## config.mk

```make
export PLATFORM = sky130hd
export DESIGN_NAME = pulse_width_tx
export DESIGN_NICKNAME = d
export VERILOG_FILES = /design/src/rtl/pulse_tx_pkg.sv /design/src/rtl/pwtx_counter.sv /design/src/rtl/pulse_width_tx.sv
export SDC_FILE = /design/constraint.sdc
export NUM_CORES = 1
export LEC_CHECK = 0
export CORE_MARGIN = 5
export CORE_UTILIZATION = 32
export CTS_CLUSTER_DIAMETER = 100
export DETAILED_ROUTE_END_ITERATION = 10
export HOLD_SLACK_MARGIN = 0.15
export PLACE_DENSITY = 0.55
export REMOVE_ABC_BUFFERS = 1
export SLEW_MARGIN = 20
export SYNTH_ARGS = -nofsm -noshare
export SYNTH_HDL_FRONTEND = slang
export SYNTH_SLANG_ARGS = --single-unit
```

## constraint.sdc

```tcl
create_clock -name clk -period 5.1 [get_ports clk]
set_input_delay 0.765 -clock clk [delete_from_list [all_inputs] [get_ports clk]]
set_output_delay 0.765 -clock clk [all_outputs]
set_load 0.02 [all_outputs]
```

## src/rtl/pulse_tx_pkg.sv

```systemverilog
// Shared types and default timing constants for the pulse-width transmitter.
`timescale 1ns/1ps
package pulse_tx_pkg;

  typedef enum logic [1:0] {
    IDLE = 2'd0,
    HIGH = 2'd1,
    GAP  = 2'd2
  } state_e;

  localparam int unsigned CYCLES_PER_US = 100;
  localparam int unsigned DEF_MIN_HIGH  = CYCLES_PER_US;
  localparam int unsigned DEF_MIN_LOW   = 100;
  localparam int unsigned DEF_WIDTH_W   = 16;

endpackage

```

## src/rtl/pwtx_counter.sv

```systemverilog
// Loadable down-counter with a registered zero flag; times both HIGH and GAP.
`timescale 1ns/1ps
module pwtx_counter
  import pulse_tx_pkg::*;
#(
  parameter int unsigned WIDTH_W = DEF_WIDTH_W
) (
  input  logic               clk,
  input  logic               rst_n,
  input  logic               load,
  input  logic [WIDTH_W-1:0] load_val,
  input  logic               en,
  output logic               zero
);

  logic [WIDTH_W-1:0] count;

  // Load wins over enable; the counter saturates at zero.
  always_ff @(posedge clk or negedge rst_n) begin
    if (!rst_n) begin
      count <= '0;
      zero  <= 1'b1;
    end else if (load) begin
      count <= load_val;
      zero  <= (load_val == '0);
    end else if (en && (count != '0)) begin
      count <= count - WIDTH_W'(1);
      zero  <= (count == WIDTH_W'(1));
    end
  end

endmodule

```

## src/rtl/pulse_width_tx.sv

```systemverilog
// Pulse generator with minimum high time and enforced low gap for the glitch filter.
// Optional short-pulse injection is built when PULSE_TX_GLITCH_INJ_EN is defined.
`timescale 1ns/1ps
module pulse_width_tx
  import pulse_tx_pkg::*;
#(
  parameter int unsigned MIN_HIGH = DEF_MIN_HIGH,
  parameter int unsigned MIN_LOW  = DEF_MIN_LOW,
  parameter int unsigned WIDTH_W  = DEF_WIDTH_W
) (
  input  logic               clk,
  input  logic               rst_n,
  input  logic               req_valid,
  input  logic [WIDTH_W-1:0] req_width,
  output logic               req_ready,
  output logic               pulse_out,
  output logic               busy,
  output logic               done,
  output logic               clamp_evt
`ifdef PULSE_TX_GLITCH_INJ_EN
  ,
  input  logic               inj_valid,
  input  logic [7:0]         inj_len
`endif
);

  localparam logic [WIDTH_W-1:0] MIN_HIGH_W = WIDTH_W'(MIN_HIGH);
  localparam logic [WIDTH_W-1:0] MIN_LOW_W  = WIDTH_W'(MIN_LOW);

  state_e             state_q, state_d;
  logic               cnt_load, cnt_en, cnt_zero;
  logic [WIDTH_W-1:0] cnt_val;
  logic [WIDTH_W-1:0] req_eff;
  logic               done_d, clamp_d;

  // Counter is loaded with length-1 so the zero flag marks the final cycle.
  assign req_eff = (req_width < MIN_HIGH_W) ? MIN_HIGH_W : req_width;

`ifdef PULSE_TX_GLITCH_INJ_EN
  localparam logic [WIDTH_W-1:0] INJ_CAP_W = WIDTH_W'(MIN_HIGH - 1);
  logic               inj_q, inj_d;
  logic [WIDTH_W-1:0] inj_len_w, inj_eff;
  assign inj_len_w = WIDTH_W'(inj_len);
  assign inj_eff   = (inj_len_w < INJ_CAP_W) ? inj_len_w : INJ_CAP_W;
`endif

  always_comb begin
    state_d  = state_q;
    cnt_load = 1'b0;
    cnt_en   = 1'b0;
    cnt_val  = '0;
    done_d   = 1'b0;
    clamp_d  = 1'b0;
`ifdef PULSE_TX_GLITCH_INJ_EN
    inj_d    = inj_q;
`endif
    case (state_q)
      IDLE: begin
        if (req_valid && req_ready) begin
          state_d  = HIGH;
          cnt_load = 1'b1;
          cnt_val  = req_eff - WIDTH_W'(1);
          clamp_d  = (req_width < MIN_HIGH_W);
`ifdef PULSE_TX_GLITCH_INJ_EN
          inj_d    = 1'b0;
        end else if (inj_valid && req_ready) begin
          inj_d = 1'b1;
          if (inj_eff != '0) begin
            state_d  = HIGH;
            cnt_load = 1'b1;
            cnt_val  = inj_eff - WIDTH_W'(1);
          end
`endif
        end
      end
      HIGH: begin
        cnt_en = 1'b1;
        if (cnt_zero) begin
          state_d  = GAP;
          cnt_load = 1'b1;
          cnt_val  = MIN_LOW_W - WIDTH_W'(1);
`ifdef PULSE_TX_GLITCH_INJ_EN
          done_d   = !inj_q;
`else
          done_d   = 1'b1;
`endif
        end
      end
      GAP: begin
        cnt_en = 1'b1;
        if (cnt_zero) state_d = IDLE;
      end
      default: state_d = IDLE;
    endcase
  end

  // State and all outputs registered together from the next-state decode.
  always_ff @(posedge clk or negedge rst_n) begin
    if (!rst_n) begin
      state_q   <= IDLE;
      req_ready <= 1'b0;
      pulse_out <= 1'b0;
      busy      <= 1'b0;
      done      <= 1'b0;
      clamp_evt <= 1'b0;
    end else begin
      state_q   <= state_d;
      req_ready <= (state_d == IDLE);
      pulse_out <= (state_d == HIGH);
      busy      <= (state_d != IDLE);
      done      <= done_d;
      clamp_evt <= clamp_d;
    end
  end

`ifdef PULSE_TX_GLITCH_INJ_EN
  always_ff @(posedge clk or negedge rst_n) begin
    if (!rst_n) inj_q <= 1'b0;
    else        inj_q <= inj_d;
  end
`endif

  pwtx_counter #(
    .WIDTH_W (WIDTH_W)
  ) u_counter (
    .clk      (clk),
    .rst_n    (rst_n),
    .load     (cnt_load),
    .load_val (cnt_val),
    .en       (cnt_en),
    .zero     (cnt_zero)
  );

endmodule
```

# After elaboration in Yosys (flattened, before gate mapping)
# Index checks and enable logic that the tools add are counted.
[totals] word_cells=43 ff_bits=24 inputBits=19
[classes] n_eq_ne=4 n_reduce_logical=9 n_addsub=2 n_lt_le_gt_ge=1 n_mux=19
[op_table] cell="$mux 16" count=4
[op_table] cell="$pmux 16 s2" count=1
[op_table] cell="$sub 16x1->16 const B" count=2
[op_table] cell="$eq 16x1->1 const B" count=1
[op_table] cell="$logic_not 16->1" count=1
[op_table] cell="$lt 16x7->1 const B" count=1
[op_table] cell="$reduce_bool 16->1" count=1
[op_table] cell="$mux 1" count=8
[op_table] cell="$mux 7" count=1
[op_table] cell="$mux 2" count=3
[op_table] cell="$pmux 2 s3" count=1
[op_table] cell="$eq 2x1->1 const B" count=2
[op_table] cell="$logic_not 2->1" count=2
[op_table] cell="$reduce_bool 2->1" count=2
[op_table] cell="$eq 2x2->1 const B" count=1
[op_table] cell="$logic_and 1x1->1" count=2
[op_table] cell="$pmux 1 s2" count=1
[op_table] cell="$reduce_or 2->1" count=1

# Logic depth before layout (Yosys ltp)
[depth] word_depth=7 ltp_mapped=9

# Modules after synthesis
# From an unflattened synthesis, not the netlist that was laid out.
[hier_totals] cells_unflattened=218 hier_area_um2=1859.3
[modules_own_cells] mod="pwtx_counter" area_each_um2=1071.0 seq_area_each_um2=426.7 n_inst=1 cells_each=118
[modules_own_cells] mod="pulse_width_tx" area_each_um2=788.3 seq_area_each_um2=175.2 n_inst=1 cells_each=100

# Least setup slack after synthesis
# No wires, ideal clock.
[synth_path] kind="input port to flip-flop" start="input port req_width[13]" end="register u_counter.count[8]" setup_slack_ns=2.157 arrival_time_ns=2.805 path_stages=9 path_buffers=0 cell_sequence="nor4_4 > nand4_1 > nand2_1 > ha_1 > or4b_4 > or3_1 > nor3_2 > xnor2_1 > o22ai_1"
[synth_between] elab_chain_cells=6
[synth_rtl] element="start, declared" line_no="pulse_width_tx.sv:14" text="input logic [WIDTH_W-1:0] req_width,"
[synth_rtl] element="$lt 16x7->1" line_no="pulse_width_tx.sv:37" text="assign req_eff = (req_width < MIN_HIGH_W) ? MIN_HIGH_W : req_width;"
[synth_rtl] element="$mux 16" line_no="pulse_width_tx.sv:37"
[synth_rtl] element="$sub 16x1->16" line_no="pulse_width_tx.sv:62" text="cnt_val = req_eff - WIDTH_W'(1);"
[synth_rtl] element="$mux 16" line_no="pulse_width_tx.sv:59" text="if (req_valid && req_ready) begin"
[synth_rtl] element="$pmux 16 s2" line_no="pulse_width_tx.sv:57" text="case (state_q)"
[synth_rtl] element="$mux 16" line_no="pwtx_counter.sv:23" text="end else if (load) begin"
[synth_rtl] element="end signal, assigned" line_no="pwtx_counter.sv:24" text="count <= load_val;"
[synth_rtl] element="end signal, assigned" line_no="pwtx_counter.sv:27" text="count <= count - WIDTH_W'(1);"
[synth_rtl] element="end, declared" line_no="pwtx_counter.sv:16" text="logic [WIDTH_W-1:0] count;"
# No other way between the ends.
# A chain may end at the register's enable or synchronous reset.

# Final worst setup path
[layout_path] start="input port req_width[12]" end="register u_counter.count[14]"
[layout_between] elab_chain_cells=6
[layout_rtl] element="$lt 16x7->1" line_no="pulse_width_tx.sv:37"
[layout_rtl] element="$mux 16 (*)" line_no="pulse_width_tx.sv:37"
[layout_rtl] element="$sub 16x1->16 (*)" line_no="pulse_width_tx.sv:62"
[layout_rtl] element="$mux 16 (*)" line_no="pulse_width_tx.sv:59"
[layout_rtl] element="$pmux 16 s2 (*)" line_no="pulse_width_tx.sv:57"
[layout_rtl] element="$mux 16 (*)" line_no="pwtx_counter.sv:23"
# Every way passes the cells marked *; elsewhere a longest branch is shown, timed or not.

==> out/metrics.yaml <==
status:
  status: "completed"
logic_synthesis:
  ys.flop_type: "dfrtp_1"
  synth_area_um2: 1750
  netlist_instances: 198
  synth_area_leaders: "dfrtp_1 33%, ha_1 5.0%, nor2_1 4.3%"
  synth_cell_types: 55
  synth_edf_count: 0
  ys_warn_count: 0
  syn_avg_cell_area_um2: 8.82
  ys_ff_latch: 24
  synth_top_area_share_pct: 33.0
  synth-async-reset-ratio_pct: 100
  synth_largest_area_cell: "dfrtp_1"
  seq_area_frac_synth_pct: 34.5
cells_and_area:
  final_cells: 291
  fin_nets: 248
  area_delta_synth_final_pct: 21.1
  fill_cells: 541
  drive_gt1_share_pct: 8.14
  diodes: 0
  fin_area_um2: 2110
timing:
  finalCritPeriodShare_pct: 67.6
  worst_slew_pin_slew_ns: 0.630
  min_period_ns: 3.45
  clock.fmax_mhz: 290
  tns_ns: 0
  final_hold_viol_count: 0
  slew_viol_final: 0
  finalSetupViolations: 0
  relSlewSlack_pct: 57.9
  rsz0062_at_grt: "no"
  skew_ns: 0.00171
setup_path:
  critPathLaunchType: "primary input"
  crit_chain: "clkdlybuf4s50_1 > nor4_4 > nand4_1 > nand2_1 > ha_1 > or4b_4 > nor3_1 > nand3_1 > xor2_1 > o22ai_1"
  crit_type: "in2reg"
  crit_path_end_kind: "register"
  cp_top_family: "simple AND/OR/NAND/NOR gates"
  critPathSlowestCell: "clkdlybuf4s50_1"
  cp_max_fo: 7
  crit_buf_inv: 1
  cp_slowest_stage_delay_ns: 0.48
  worstPathRequired_ns: 5.23
  crit_arrival_ns: 3.58
floorplan:
  initial_core_util_pct: 33.5
  die_h_um: 83.9
  core.rowCount: 26
  io_pins: 24
  dieArea_um2: 7030
  coreArea_um2: 5200
  die_w_um: 83.9
detailed_routing:
  vias: 1608
  first_iter_violations: 96
  dr.pass1.iters: 4
  post_drt_wl_per_cell_um: 14.8
  ant_nets: 0
  drc_errors: 0
  via_per_inst: 5.53
  routed_wl_um: 4320
power:
  fin_total_pwr_uw: 944
  pwr_density_cell_nw_per_um2: 447
  max-vdd-ir-drop_mv: 0.176
  p_leak_nw: 0.825
placed_design:
  dpl_cell_area_um2: 2040
  gp_congestion: 0.872
  portBuffers: 23
  place_hpwl_um: 3280
  dp_cells: 287
grt:
  grt_overflow: 0
  grt_pass1_vias: 1547
  grt_antenna_before_repair: 0
  grt_pass1_wl_um: 7580
  grt_max_degree: 25
  track_usage_pct: 12.9
clock_network:
  cts_hold_repair.buffers: 0
  cts_setup_buffers: 0
  numCtsBuffers: 3
  cts.path.max_buffers: 2
  clk_latency_ns: 0.27
  cts-root-buf: "clkbuf_8"
  clock_sinks: 24
  clk_pin_slew_ns: 0.09
  cts_max_level: 1
  cts_resized: 0
  tritoncts: "done"
job:
  drv_cap: 0
min_path:
  min_path_type: "in2async"
-- worst register-to-register path: stages, from the launching register on --
cell      delay, ns
dfrtp_1        0.41
inv_1          0.09
ha_1           0.23
nand3_1        0.45
nand2_1        0.55
nor4_1         0.37
o21ai_0        0.15
o211ai_1       0.12
-- logic make-up (layout without fill, tap and decap cells) --
logic type	count (synthesis)	in the layout	share of synthesized area, %
AOI/OAI and AO/OA	47	47	19.2
xor gates and xnor gates	11	11	5.52
adders and majority gates	7	7	5.02
buffers and inverters	12	35	2.65
DFF	24	24	34.5
muxes	4	4	2.44
and+or+nand+nor	93	93	30.7
-- state kept, by name (all words and copies together) (netlist names) --
register,flops
state_q,2
u_counter.zero,1
req_ready,1
u_counter.count,16
busy,1
done,1
pulse_out,1
clamp_evt,1
-- final cells by class --
class	instances	area, µm²	share of cell area [%]
flip-flops and latches	24	602	28.5
inverters	8	30.0	1.42
repair buffers	23	225	10.7
multi-input cells	162	1100	51.9
clock buffers	3	41.3	1.95
well taps	70	87.6	4.14
clock inverters	1	30.0	1.42
-- routing by layer --
layer | track usage (%) | vias up | part of all wire [%]
li1 | - | 808 | -
met1 | 17.8 | 758 | 49
met2 | 21.0 | 34 | 46
met3 | 0.592 | 8 | 3.3
met4 | 5.26 | 0 | 1.7
met5 | 0 | - | 0
-- Yosys cell counts (2+ instances only) --
library cell,number
clkbuf_1,2
mux2_1,2
nand4_1,4
xnor2_1,5
or3_1,4
a21oi_1,7
o31ai_1,2
ha_1,7
a32oi_1,2
inv_1,8
mux2i_1,2
or2_2,2
nand2_1,12
nor3b_1,2
nor3_1,10
nor3_2,2
a31oi_1,4
o32a_1,2
o22ai_1,6
and3_1,7
nor2_1,20
dfrtp_1,23
o311ai_1,3
xor2_1,6
o211ai_1,3
o21ai_0,6
nor4_1,7
nor2b_1,3
nand3_1,9
-- path summary, 6_finish.rpt --
check                                    from             endpoint  slack [ns]  depth (start not counted)
max                             req_width[12]  u_counter.count[14]        1.65                         10
min                                     rst_n   u_counter.count[3]        0.47                          1
max reg2reg                        state_q[0]  u_counter.count[13]        2.65                          7
min reg2reg                u_counter.count[9]   u_counter.count[9]        0.56                          1
max in group asynchronous               rst_n       u_counter.zero        4.25                          1
min in group clk           u_counter.count[9]   u_counter.count[9]        0.56                          1
-- through the flow --
stage / setup WS, ns / util [%] / hold WS [ns]
2_1_floorplan: 2.15 / - / 0.469
3_3_place_gp: 1.42 / 39.3 / 0.542
3_5_place_dp: 1.35 / 39.2 / 0.545
4_1_cts: 1.64 / 40.6 / 0.492
5_1_grt: 1.37 / 40.6 / 0.522
6_report: 1.65 / 40.6 / 0.471
-- layout by cell type, fill, tap and decap left out, types with 2 or more instances in the layout --
master	n
nor2b_1	3
clkdlybuf4s50_1	22
o21ai_0	6
xor2_1	6
nor3b_1	2
xnor2_1	5
dfrtp_1	23
clkbuf_8	3
a21oi_1	7
a32oi_1	2
o32a_1	2
o211ai_1	3
nand3_1	9
nand4_1	4
mux2_1	2
o22ai_1	6
o31ai_1	2
mux2i_1	2
and3_1	7
o311ai_1	3
nor3_2	2
or2_2	2
a31oi_1	4
nand2_1	12
inv_1	8
nor3_1	10
ha_1	7
nor2_1	20
nor4_1	7
or3_1	4
-- power breakdown --
group          internal [mW]  switching [mW]
combinational          0.197           0.231
sequential             0.266          0.0775
clock                  0.105          0.0672
(Power assumes the default switching activity.)
